`src/rtl/ram_burst_reader.sv`:
```
// ram_burst_reader
//   Reads a burst of `length` consecutive words from a synchronous-read RAM,
//   starting at `base_addr`, and streams them out over a valid/ready interface.
//   A 3-entry output FIFO plus a single in-flight flag decouple the one-cycle
//   RAM read latency from downstream back-pressure.
//
// Ports
//   clk        single clock, rising edge
//   reset      asynchronous, active-high reset
//   start      burst request, only sampled while idle
//   base_addr  first RAM address of the burst
//   length     number of words, 0..2**ADDR_WIDTH
//   ram_addr   RAM read address (held when no read is issued)
//   ram_q      RAM read data, valid the cycle after the address
//   out_data   stream data (FIFO head)
//   out_valid  stream data valid (FIFO not empty)
//   out_ready  downstream accept
//   busy       high whenever the FSM is not idle
//   done       one-cycle pulse when a burst completes
//
// state | meaning
// ------+-------------------------------------------------------------
// IDLE  | waiting for start; zero-length starts only pulse done
// RUN   | issuing reads while words remain and the FIFO has room
// FLUSH | all reads issued; draining in-flight read and FIFO
module ram_burst_reader #(
  parameter int DATA_WIDTH = 8,
  parameter int ADDR_WIDTH = 8
) (
  input  logic                  clk,
  input  logic                  reset,
  input  logic                  start,
  input  logic [ADDR_WIDTH-1:0] base_addr,
  input  logic [ADDR_WIDTH:0]   length,
  output logic [ADDR_WIDTH-1:0] ram_addr,
  input  logic [DATA_WIDTH-1:0] ram_q,
  output logic [DATA_WIDTH-1:0] out_data,
  output logic                  out_valid,
  input  logic                  out_ready,
  output logic                  busy,
  output logic                  done
);

  typedef enum logic [1:0] {IDLE, RUN, FLUSH} state_t;

  localparam logic [ADDR_WIDTH-1:0] ADDR_ONE = {{(ADDR_WIDTH-1){1'b0}}, 1'b1};
  localparam logic [ADDR_WIDTH:0]   CNT_ONE  = {{ADDR_WIDTH{1'b0}}, 1'b1};

  state_t                state, state_nxt;
  logic [ADDR_WIDTH-1:0] ptr;
  logic [ADDR_WIDTH-1:0] addr_q;
  logic [ADDR_WIDTH:0]   remaining;
  logic                  in_flight;
  logic                  zero_done;
  logic [DATA_WIDTH-1:0] fifo_mem [0:2];
  logic [1:0]            rd_idx, wr_idx, count;
  logic [2:0]            occ_sum;
  logic                  issue, push, pop, flush_done, start_ok;

  function automatic logic [1:0] idx_inc(input logic [1:0] i);
    return (i == 2'd2) ? 2'd0 : i + 2'd1;
  endfunction

  // Occupancy plus the word still coming back from the RAM must leave a free
  // slot, otherwise the read issued now could overflow the FIFO.
  assign occ_sum  = {1'b0, count} + {2'b00, in_flight};
  assign push     = in_flight;
  assign pop      = out_valid && out_ready;
  assign start_ok = (state == IDLE) && start;

  always_ff @(posedge clk or posedge reset) begin
    if (reset) state <= IDLE;
    else       state <= state_nxt;
  end

  always_comb begin
    state_nxt  = state;
    issue      = 1'b0;
    flush_done = 1'b0;
    case (state)
      IDLE: begin
        if (start && (length != '0)) state_nxt = RUN;
      end
      RUN: begin
        issue = (remaining != '0) && (occ_sum <= 3'd2);
        if (issue && (remaining == CNT_ONE)) state_nxt = FLUSH;
      end
      FLUSH: begin
        if ((count == 2'd0) && !in_flight) begin
          flush_done = 1'b1;
          state_nxt  = IDLE;
        end
      end
      default: state_nxt = IDLE;
    endcase
  end

  always_ff @(posedge clk or posedge reset) begin
    if (reset) begin
      ptr       <= '0;
      addr_q    <= '0;
      remaining <= '0;
      in_flight <= 1'b0;
      zero_done <= 1'b0;
      rd_idx    <= 2'd0;
      wr_idx    <= 2'd0;
      count     <= 2'd0;
      for (int i = 0; i < 3; i++) fifo_mem[i] <= '0;
    end else begin
      zero_done <= start_ok && (length == '0);
      in_flight <= issue;

      if (start_ok) begin
        ptr       <= base_addr;
        remaining <= length;
      end else if (issue) begin
        addr_q    <= ptr;
        ptr       <= ptr + ADDR_ONE;
        remaining <= remaining - CNT_ONE;
      end

      if (push) begin
        fifo_mem[wr_idx] <= ram_q;
        wr_idx           <= idx_inc(wr_idx);
      end
      if (pop) rd_idx <= idx_inc(rd_idx);

      case ({push, pop})
        2'b10:   count <= count + 2'd1;
        2'b01:   count <= count - 2'd1;
        default: count <= count;
      endcase
    end
  end

  // The RAM registers the address itself, so the issued address goes out
  // combinationally; between reads the last issued address is held.
  assign ram_addr  = issue ? ptr : addr_q;
  assign out_valid = (count != 2'd0);
  assign out_data  = fifo_mem[rd_idx];
  assign busy      = (state != IDLE);
  assign done      = zero_done | flush_done;

endmodule

```
`config.mk`:
```
export PLATFORM = sky130hd
export DESIGN_NAME = ram_burst_reader
export DESIGN_NICKNAME = d
export VERILOG_FILES = /design/src/rtl/ram_burst_reader.sv
export SDC_FILE = /design/constraint.sdc
export NUM_CORES = 1
export LEC_CHECK = 0
export CAP_MARGIN = 40
export CORE_MARGIN = 10
export CORE_UTILIZATION = 58
export CTS_CLUSTER_DIAMETER = 120
export DETAILED_ROUTE_END_ITERATION = 16
export PLACE_DENSITY = 0.87
export SLEW_MARGIN = 20
export SYNTH_ARGS = -nofsm -noshare
export SYNTH_HDL_FRONTEND = slang
export SYNTH_SLANG_ARGS = --single-unit
```
`constraint.sdc`:
```
create_clock -name clk -period 3.45 [get_ports clk]
set_input_delay 0.345 -clock clk [delete_from_list [all_inputs] [get_ports clk]]
set_output_delay 0.345 -clock clk [all_outputs]
set_load 0.01 [all_outputs]
```
=== Yosys cells after proc, flatten, opt, wreduce, memory -nomap -nowiden ===
Index checks and enable logic that the tools add are counted.

* Div/mod/pow operators: 0
* $mul: 0
* Shift-type cells: 0
* Bitwise logic cells: 3
* Add/subtract/negate cells: 7
* Equality and inequality tests: 10
* $lt $le $gt $ge: 4
* Reduce and logical (&&, ||, !) cells: 19
* Multiplexer cells: 21

{| class="wikitable"
|+ Operators by type and width
! kind !! number
|-
| 8-bit two-way mux || 6
|-
| 24-bit bitwise mux || 1
|-
| 9-bit two-way mux || 2
|-
| 9-bit nonzero test || 2
|-
| 8-bit binary-select mux with 2-bit select || 1
|-
| 8-bit demux with 2-bit select || 1
|-
| 2-bit two-way mux || 5
|-
| 9-bit by 1-bit == test with 1-bit output, second input constant || 1
|-
| 9-bit logical NOT || 1
|-
| 9-bit by 1-bit subtractor with 9-bit output, second input constant || 1
|-
| 8-bit by 1-bit adder with 8-bit output, second input constant || 1
|-
| 2-bit == test, second input constant || 4
|-
| 1-bit logical AND || 8
|-
| 2-bit nonzero test || 4
|-
| 2-bit by 1-bit adder with 2-bit output, second input constant || 3
|-
| 3-bit greater-or-equal comparator, second input constant || 2
|-
| 2-bit NOT with 3-bit output || 2
|-
| 2-bit one-hot mux with 3 select lines || 1
|-
| 2-bit by 1-bit == test with 1-bit output, second input constant || 2
|-
| 2-bit logical NOT || 2
|-
| 2-bit != test, second input constant || 2
|-
| 2-bit one-hot mux with 2 select lines || 1
|-
| 2-bit by 1-bit adder with 3-bit output || 1
|-
| 3-bit by 2-bit less-or-equal comparator with 1-bit output, second input constant || 1
|-
| other kinds (7) || 9
|}

* Memory bits (read-only): 0
* Memories: 0
* RAM bits: 0
* Bits in registers: 59
* Latch bits: 0
* Logic and storage cells: 76
* Output and inout bits: 19
* Input port bits: 29

=== Depth between registers and ports, before layout ===
Gate-level depths: netlist (run 1).

* Depth after elaboration: 6
* Gate-level depth with buffers: 8
* Gate-level depth less buffers: 8

=== Worst setup path after synthesis (run 1) ===
No wires, ideal clock.

* Path type: reg2out
* Start: register count[0]
* End: output port ram_addr[1]
* Path buffers: 0
* Path slack: 1066 ps
* Cell stages (with the launch flop): 9
* Data required time: 3105 ps
* Arrival time: 2039 ps
* Path through: dfrtp_1 -> ha_1 -> inv_1 -> ha_1 -> or3b_1 -> a21oi_1 -> nand2_1 -> inv_2 -> mux2_2

* Word-level cells in the longest chain between the ends: 5

{| class="wikitable"
|+ RTL lines
! element !! line !! text
|-
| start, declared || 56 || <nowiki>logic [1:0] rd_idx, wr_idx, count;</nowiki>
|-
| start signal, assigned || 129 || <nowiki>2'b10: count <= count + 2'd1;</nowiki>
|-
| start signal, assigned || 130 || <nowiki>2'b01: count <= count - 2'd1;</nowiki>
|-
| start signal, assigned || 131 || <nowiki>default: count <= count;</nowiki>
|-
| 2-bit by 1-bit adder with 3-bit output || 66 || <nowiki>assign occ_sum = {1'b0, count} + {2'b00, in_flight};</nowiki>
|-
| 3-bit by 2-bit less-or-equal comparator with 1-bit output || 85 || <nowiki>issue = (remaining != '0) && (occ_sum <= 3'd2);</nowiki>
|-
| 1-bit logical AND || 85 ||
|-
| 1-bit two-way mux || 80 || <nowiki>case (state)</nowiki>
|-
| named net issue || 58 || <nowiki>logic issue, push, pop, flush_done, start_ok;</nowiki>
|-
| 8-bit two-way mux || 138 || <nowiki>assign ram_addr = issue ? ptr : addr_q;</nowiki>
|-
| end, declared || 35 || <nowiki>output logic [ADDR_WIDTH-1:0] ram_addr,</nowiki>
|}

The timed path passes the listed nets, and every way through them passes these cells.

=== Worst setup path in the final report (run 1) ===
* Start: register count[0]
* End: output port ram_addr[6]

* Word-level cells in the longest chain between the ends: 5

{| class="wikitable"
|+ RTL lines
! element !! line
|-
| 2-bit by 1-bit adder with 3-bit output || 66
|-
| 3-bit by 2-bit less-or-equal comparator with 1-bit output || 85
|-
| 1-bit logical AND || 85
|-
| 1-bit two-way mux || 80
|-
| 8-bit two-way mux || 138
|}

Every way passes these cells.

==> impl_metrics.yaml, run 1 <==
global_routing:
  antenna_found_initial: 0
  overflow: 0
  track_usage_pct: 17.5
  grt_pass1_vias: 2519
  grt_first_pass_wirelength_um: 12200
  grt_max_degree: 47
detailed_routing:
  vias: 2525
  drc_errors: 0
  vias_per_cell: 5.90
  drt_iter0_markers: 150
  final_antenna_net_count: 0
  wire_per_inst_um: 17.8
  dr.pass1.iters: 4
  wl_um: 7610
synth:
  ys_top_cells_by_area: "dfrtp_1 (47%), mux2_2 (13%), nand2_1 (4.0%), o211ai_1 (3.4%), o21ai_0 (3.4%)"
  postSynthCellCount: 296
  synth.area.mux_share_pct: 15.9
  synth_simple_gate_area_share_pct: 16.2
  synthXorXnorAreaFrac_pct: 0.844
  synth.most_common_cell: "dfrtp_1"
  ys_warn_count: 0
  synth_compound_area_share_pct: 12.6
  synth_edf_count: 0
  netlist.area_leader.share_pct: 47.4
  synthAdderAreaFrac_pct: 3.21
  syn-num-nets: 333
  yosys-top-cells-count: "dfrtp_1 (59), mux2_2 (35), nand2_1 (33)"
  synth.avg_cell_area_um2: 10.5
  ys_seq_area_share_pct: 47.4
  syn_area_um2: 3110
  synthArstFlopShare_pct: 100
  yosys.area.top_type: "dfrtp_1"
  synth_top_family_by_area: "simple AND/OR/NAND/NOR gates"
  ys_ff_latch: 59
  synthDistinctLibCells: 50
  synth_flop_cell: "dfrtp_1"
layout:
  post-route-util_pct: 75.7
  syn2layout_area_growth_pct: 25.7
  n_antenna_cell: 0
  fin_nets: 390
  drive_above_1_share_pct: 20.9
cts:
  cts_root_buf: "clkbuf_8"
  h-tree-depth: 3
  cts_inserted_buffers: 9
  cts_tree: "yes"
  cts.clk_slew.worst_paths_ns: 0.07
  ctsHoldBuffers: 0
  clock_latency_ns: 0.35
  clockBufferDepth: 2
  cts.sinks: 59
sta:
  slew_violations: 0
  relSlewSlack_pct: 47.6
  timing.final.crit_share_pct: 95.8
  layout_min_cycle_time_ns: 3.31
  hold_viol_final: 0
  fmax_mhz: 303
  worst_pin_slew_ns: 0.781
  skew_ns: 0.00942
  setup_violations: 0
  hold_slack_ns: 0.252
worst_setup_path:
  crit_fanout: 12
  cp-start-kind: "register"
  cp.arrival_ns: 2.96
  rr_worst_depth: 8
  endpoint_kind: "primary output"
  cp.required_ns: 3.11
  crit_type: "register to primary output"
flow_run:
  maxCapViolCount: 0
run_status:
  status: "completed"
floorplan:
  start_util_pct: 60.2
  ios: 48
  die_w_um: 93.3
  rows: 26
  die-area_um2: 8700
  die_h_um: 93.3
  core_area_um2: 5170
place:
  gp_congestion: 0.812
  portBuffers: 47
  dp_hpwl_um: 5190
power_and_ir_drop:
  leakagePower_uw: 0.00166
  peakVddDrop_mv: 0.746
  powerDensity_nw_per_um2: 1080
worst_hold_path:
  hp-class: "primary input to async pin"
==> metrics by stage <==
step / total power, uW / instance area (um2) / worst slack (ns) / setup TNS (ns) / std cells
6_report: 4230 / 3910 / 0.145 / 0 / 428
3_5_place_dp: 3430 / 3650 / 0.443 / 0 / 406
4_1_cts: 4130 / 3860 / 0.00127 / 0 / 422
5_1_grt: 4520 / 3910 / -0.0211 / -0.0267 / 428
3_3_place_gp: 3330 / 3650 / 0.551 / 0 / 406
2_1_floorplan: 2650 / 3110 / 1.07 / 0 / 296
==> cell families (layout without fill, tap and decap cells) <==
family | Yosys count | in the layout
fa+ha+maj | 8 | 8
compound gates | 58 | 58
mux | 45 | 45
flops | 59 | 59
simple gates | 96 | 96
xor+xnor | 3 | 3
buf+inv | 27 | 89
==> per-layer routing <==
| metal | up-vias | global-route usage [%] | part of all wire [%] |
|---|---|---|---|
| met5 | - | 0 | 0 |
| met4 | 0 | 6.17 | 1.0 |
| met3 | 12 | 7.43 | 7.4 |
| met2 | 84 | 27.4 | 50 |
| met1 | 1234 | 21.1 | 42 |
| li1 | 1195 | - | - |
==> where the power goes <==
group | switching [uW] | internal, uW
Sequential | 307 | 1040
Clock | 267 | 404
Combinational | 1040 | 1180
Total | 1610 | 2620
==> layout by cell type, fill, tap and decap left out, drive strengths merged, types with 3 or more instances in the layout <==
cell type | netlist | final
clkbuf | 7 | 11
o211ai | 14 | 14
a31oi | 3 | 3
nor3 | 8 | 8
clkdlybuf4s50 | 0 | 45
o21ai | 22 | 22
ha | 8 | 8
or4 | 5 | 5
mux2i | 10 | 10
and2 | 3 | 3
dfrtp | 59 | 59
nand3 | 11 | 11
buf | 6 | 12
nor2 | 12 | 12
or3 | 4 | 4
xnor2 | 3 | 3
nor2b | 3 | 3
nand2 | 33 | 33
inv | 14 | 14
mux2 | 35 | 35
or2 | 4 | 4
nor4 | 3 | 3
==> worst paths after layout <==
check	startpoint	end	slack, ns
worst max-delay path	count[0]$_DFFE_PP0P_	ram_addr[6]	0.14
worst min-delay path	reset	addr_q[3]$_DFFE_PP0N_	0.25
worst max register to register	count[0]$_DFFE_PP0P_	remaining[4]$_DFFE_PP0P_	0.99
worst min register to register	fifo_mem[11]$_DFFE_PP0P_	fifo_mem[11]$_DFFE_PP0P_	0.51
max in group asynchronous	reset	count[0]$_DFFE_PP0P_	2.32
min in group clk	fifo_mem[11]$_DFFE_PP0P_	fifo_mem[11]$_DFFE_PP0P_	0.51
==> registers in the layout, summed over array words and instances (netlist names) <==
| register | cells |
|---|---|
| state | 2 |
| ptr | 8 |
| count | 2 |
| wr_idx | 2 |
| addr_q | 8 |
| in_flight | 1 |
| rd_idx | 2 |
| remaining | 9 |
| fifo_mem | 24 |
| zero_done | 1 |
==> area by class of cell <==
| cell class | instances | area, um2 |
|---|---|---|
| fill | 350 | 1260 |
| tap | 70 | 87.6 |
| inverter | 14 | 55.1 |
| timing repair buffer | 59 | 566 |
| clock inverter | 5 | 77.6 |
| multi-input combinational | 210 | 1520 |
| sequential | 59 | 1480 |
| clock buffer | 11 | 131 |
==> worst max-delay path, cell delays in order, from the launching register on <==
cell	delay, ns
dfrtp_2	0.40
ha_1	0.19
inv_1	0.05
ha_1	0.28
or3b_1	0.41
a21oi_2	0.19
nand2_1	0.13
buf_4	0.21
mux2_2	0.23
clkdlybuf4s50_1	0.53
==> what timing repair did <==
item	in CTS	in global routing
endpoints found under the setup margin	0	8
buffers inserted	0	6
gates resized for setup	0	5
No activity file was read; power rests on OpenSTA's default activity.
==> run 2: changes to the inputs <==
CTS_BUF_LIST = sky130_fd_sc_hd__clkbuf_4 sky130_fd_sc_hd__clkbuf_8 sky130_fd_sc_hd__clkbuf_16   (was not set)
==> run 2 against run 1 <==
Die area is the same. Wire length is essentially flat. Register-to-register slack is essentially flat. Critical path depth is the same. Clock skew is essentially flat. Worst setup slack lost 0.0028 ns. Clock-buffer cell count is the same. Critical endpoint unchanged. Largest power group unchanged.
==> impl_metrics.yaml, run 2 (synthesis gave the netlist of run 1 again) <==
run_status:
  status: "completed"
detailed_routing:
  wl_um: 7620
  wire_per_inst_um: 17.8
  drt_iter0_markers: 159
  vias: 2525
  dr.pass1.iters: 4
  drc_errors: 0
  final_antenna_net_count: 0
  vias_per_cell: 5.90
cts:
  cts.clk_slew.worst_paths_ns: 0.07
  ctsHoldBuffers: 0
  cts_root_buf: "clkbuf_8"
  cts_tree: "yes"
  cts.sinks: 59
  h-tree-depth: 3
  clock_latency_ns: 0.35
  cts_inserted_buffers: 9
  clockBufferDepth: 2
place:
  gp_congestion: 0.812
  dp_hpwl_um: 5190
  dp_cells: 406
  portBuffers: 47
power_and_ir_drop:
  leakagePower_uw: 0.00167
  power_frac_seq_pct: 31.7
  pwr-share-clk_pct: 16.2
  combPwrFrac_pct: 52.1
  switching_share_pct: 37.9
  peakVddDrop_mv: 0.745
  switchingPower_uw: 1610
  p_int_uw: 2630
  powerDensity_nw_per_um2: 1080
sta:
  fin_tns_setup_ns: 0
  worst_pin_slew_ns: 0.783
  layout_min_cycle_time_ns: 3.31
  slew_violations: 0
  setup_violations: 0
  relSlewSlack_pct: 47.5
  fmax_mhz: 302
  skew_ns: 0.00925
  timing.final.crit_share_pct: 95.9
  hold_slack_ns: 0.253
  hold_viol_final: 0
floorplan:
  core_area_um2: 5170
  ios: 48
  rows: 26
  start_util_pct: 60.2
  die_h_um: 93.3
  die_w_um: 93.3
  die-area_um2: 8700
worst_hold_path:
  hp-class: "primary input to async pin"
layout:
  final_common_cell: "dfrtp_1"
  reg_top3: "fifo_mem x24, remaining x9"
  fillers: 348
  largest_register_ffs: 24
  fin_nets: 390
  mostFrequentLayoutCells: "dfrtp_1 (58), clkdlybuf4s50_1 (45), mux2_2 (35)"
  regMostFlops: "fifo_mem"
  syn2layout_area_growth_pct: 25.9
  n_antenna_cell: 0
  drive_above_1_share_pct: 21.5
  fin_cells: 428
global_routing:
  grt_first_pass_wirelength_um: 12200
  antenna_found_initial: 0
  overflow: 0
  track_usage_pct: 17.5
  grt_pass1_vias: 2519
  grt_max_degree: 47
worst_setup_path:
  crit_family: "buffers and inverters"
  endpoint_kind: "primary output"
  worst-path-buf-inv: 3
  crit_top_cell: "ha_1"
  crit_fanout: 12
  crit_type: "register to primary output"
  cp.arrival_ns: 2.96
  slowest_stage: "clkdlybuf4s50_1"
  crit_chain: "ha_1 -> inv_1 -> ha_1 -> or3b_1 -> a21oi_2 -> nand2_1 -> buf_4 -> mux2_2 -> clkdlybuf4s50_1"
  cp.required_ns: 3.11
  cp_slowest_stage_delay_ns: 0.53
  cp-start-kind: "register"
flow_run:
  maxCapViolCount: 0
-- run 2: cell count changes in the layout (fill, tap and decap cells not counted) --
cell and delta:
clkbuf_4 +2, clkbuf_1 -2
-- run 2: worst paths after layout --
path	start	endpoint	slack, ns	depth (start not counted)
setup / recovery	count[0]$_DFFE_PP0P_	ram_addr[6]	0.14	9
hold reg to reg	fifo_mem[11]$_DFFE_PP0P_	fifo_mem[11]$_DFFE_PP0P_	0.51	1
hold / removal	reset	addr_q[3]$_DFFE_PP0N_	0.25	2
setup reg to reg	count[0]$_DFFE_PP0P_	remaining[4]$_DFFE_PP0P_	0.99	8
min in group clk	fifo_mem[11]$_DFFE_PP0P_	fifo_mem[11]$_DFFE_PP0P_	0.51	1
max in group asynchronous	reset	count[0]$_DFFE_PP0P_	2.32	3
-- run 2: area by class of cell --
type	instances	area, um2	share of cell area, %
clock buffers	11	139	3.54
clock inverters	5	77.6	1.98
inverters	14	55.1	1.40
multi-input cells	210	1520	38.7
flip-flops and latches	59	1480	37.7
well taps	70	87.6	2.23
repair buffers	59	566	14.4
-- run 2: power by group through the flow --
| stage | Combinational (uW) | Clock (uW) | Sequential [uW] |
|---|---|---|---|
| after global routing | 2420 | 730 | 1390 |
| after CTS | 2120 | 696 | 1330 |
| after floorplan | 1420 | 0 | 1230 |
| after global placement | 2020 | 0 | 1320 |
| after detailed placement | 2080 | 0 | 1340 |
| final | 2210 | 686 | 1340 |
-- run 2: through the flow --
| step | power, uW | cell area (um2) | util, % | setup WS, ns |
|---|---|---|---|---|
| finish | 4240 | 3920 | 75.8 | 0.142 |
| global placement | 3330 | 3650 | 70.5 | 0.551 |
| CTS | 4140 | 3860 | 74.7 | 0.00116 |
| detailed placement | 3430 | 3650 | 70.5 | 0.443 |
| global route | 4530 | 3920 | 75.8 | -0.0209 |
| floorplan | 2650 | 3110 | - | 1.07 |
-- run 2: timing repair --
| action | in CTS | in global routing |
|---|---|---|
| setup endpoints to repair | 0 | 8 |
| buffers inserted | 0 | 6 |
| gates resized for setup | 0 | 5 |
-- run 2: routing by layer --
layer  GRT usage (%)  wire length, um
met3            7.43              597
met1            21.1             3150
met5               0                0
met2            27.4             3790
met4            6.17               76
==> run 3: changes to the inputs <==
GPL_TIMING_DRIVEN = 1   (was not set)
==> results of run 3 <==
No change in the layout: final DEF, timing and power equal those of run 2.
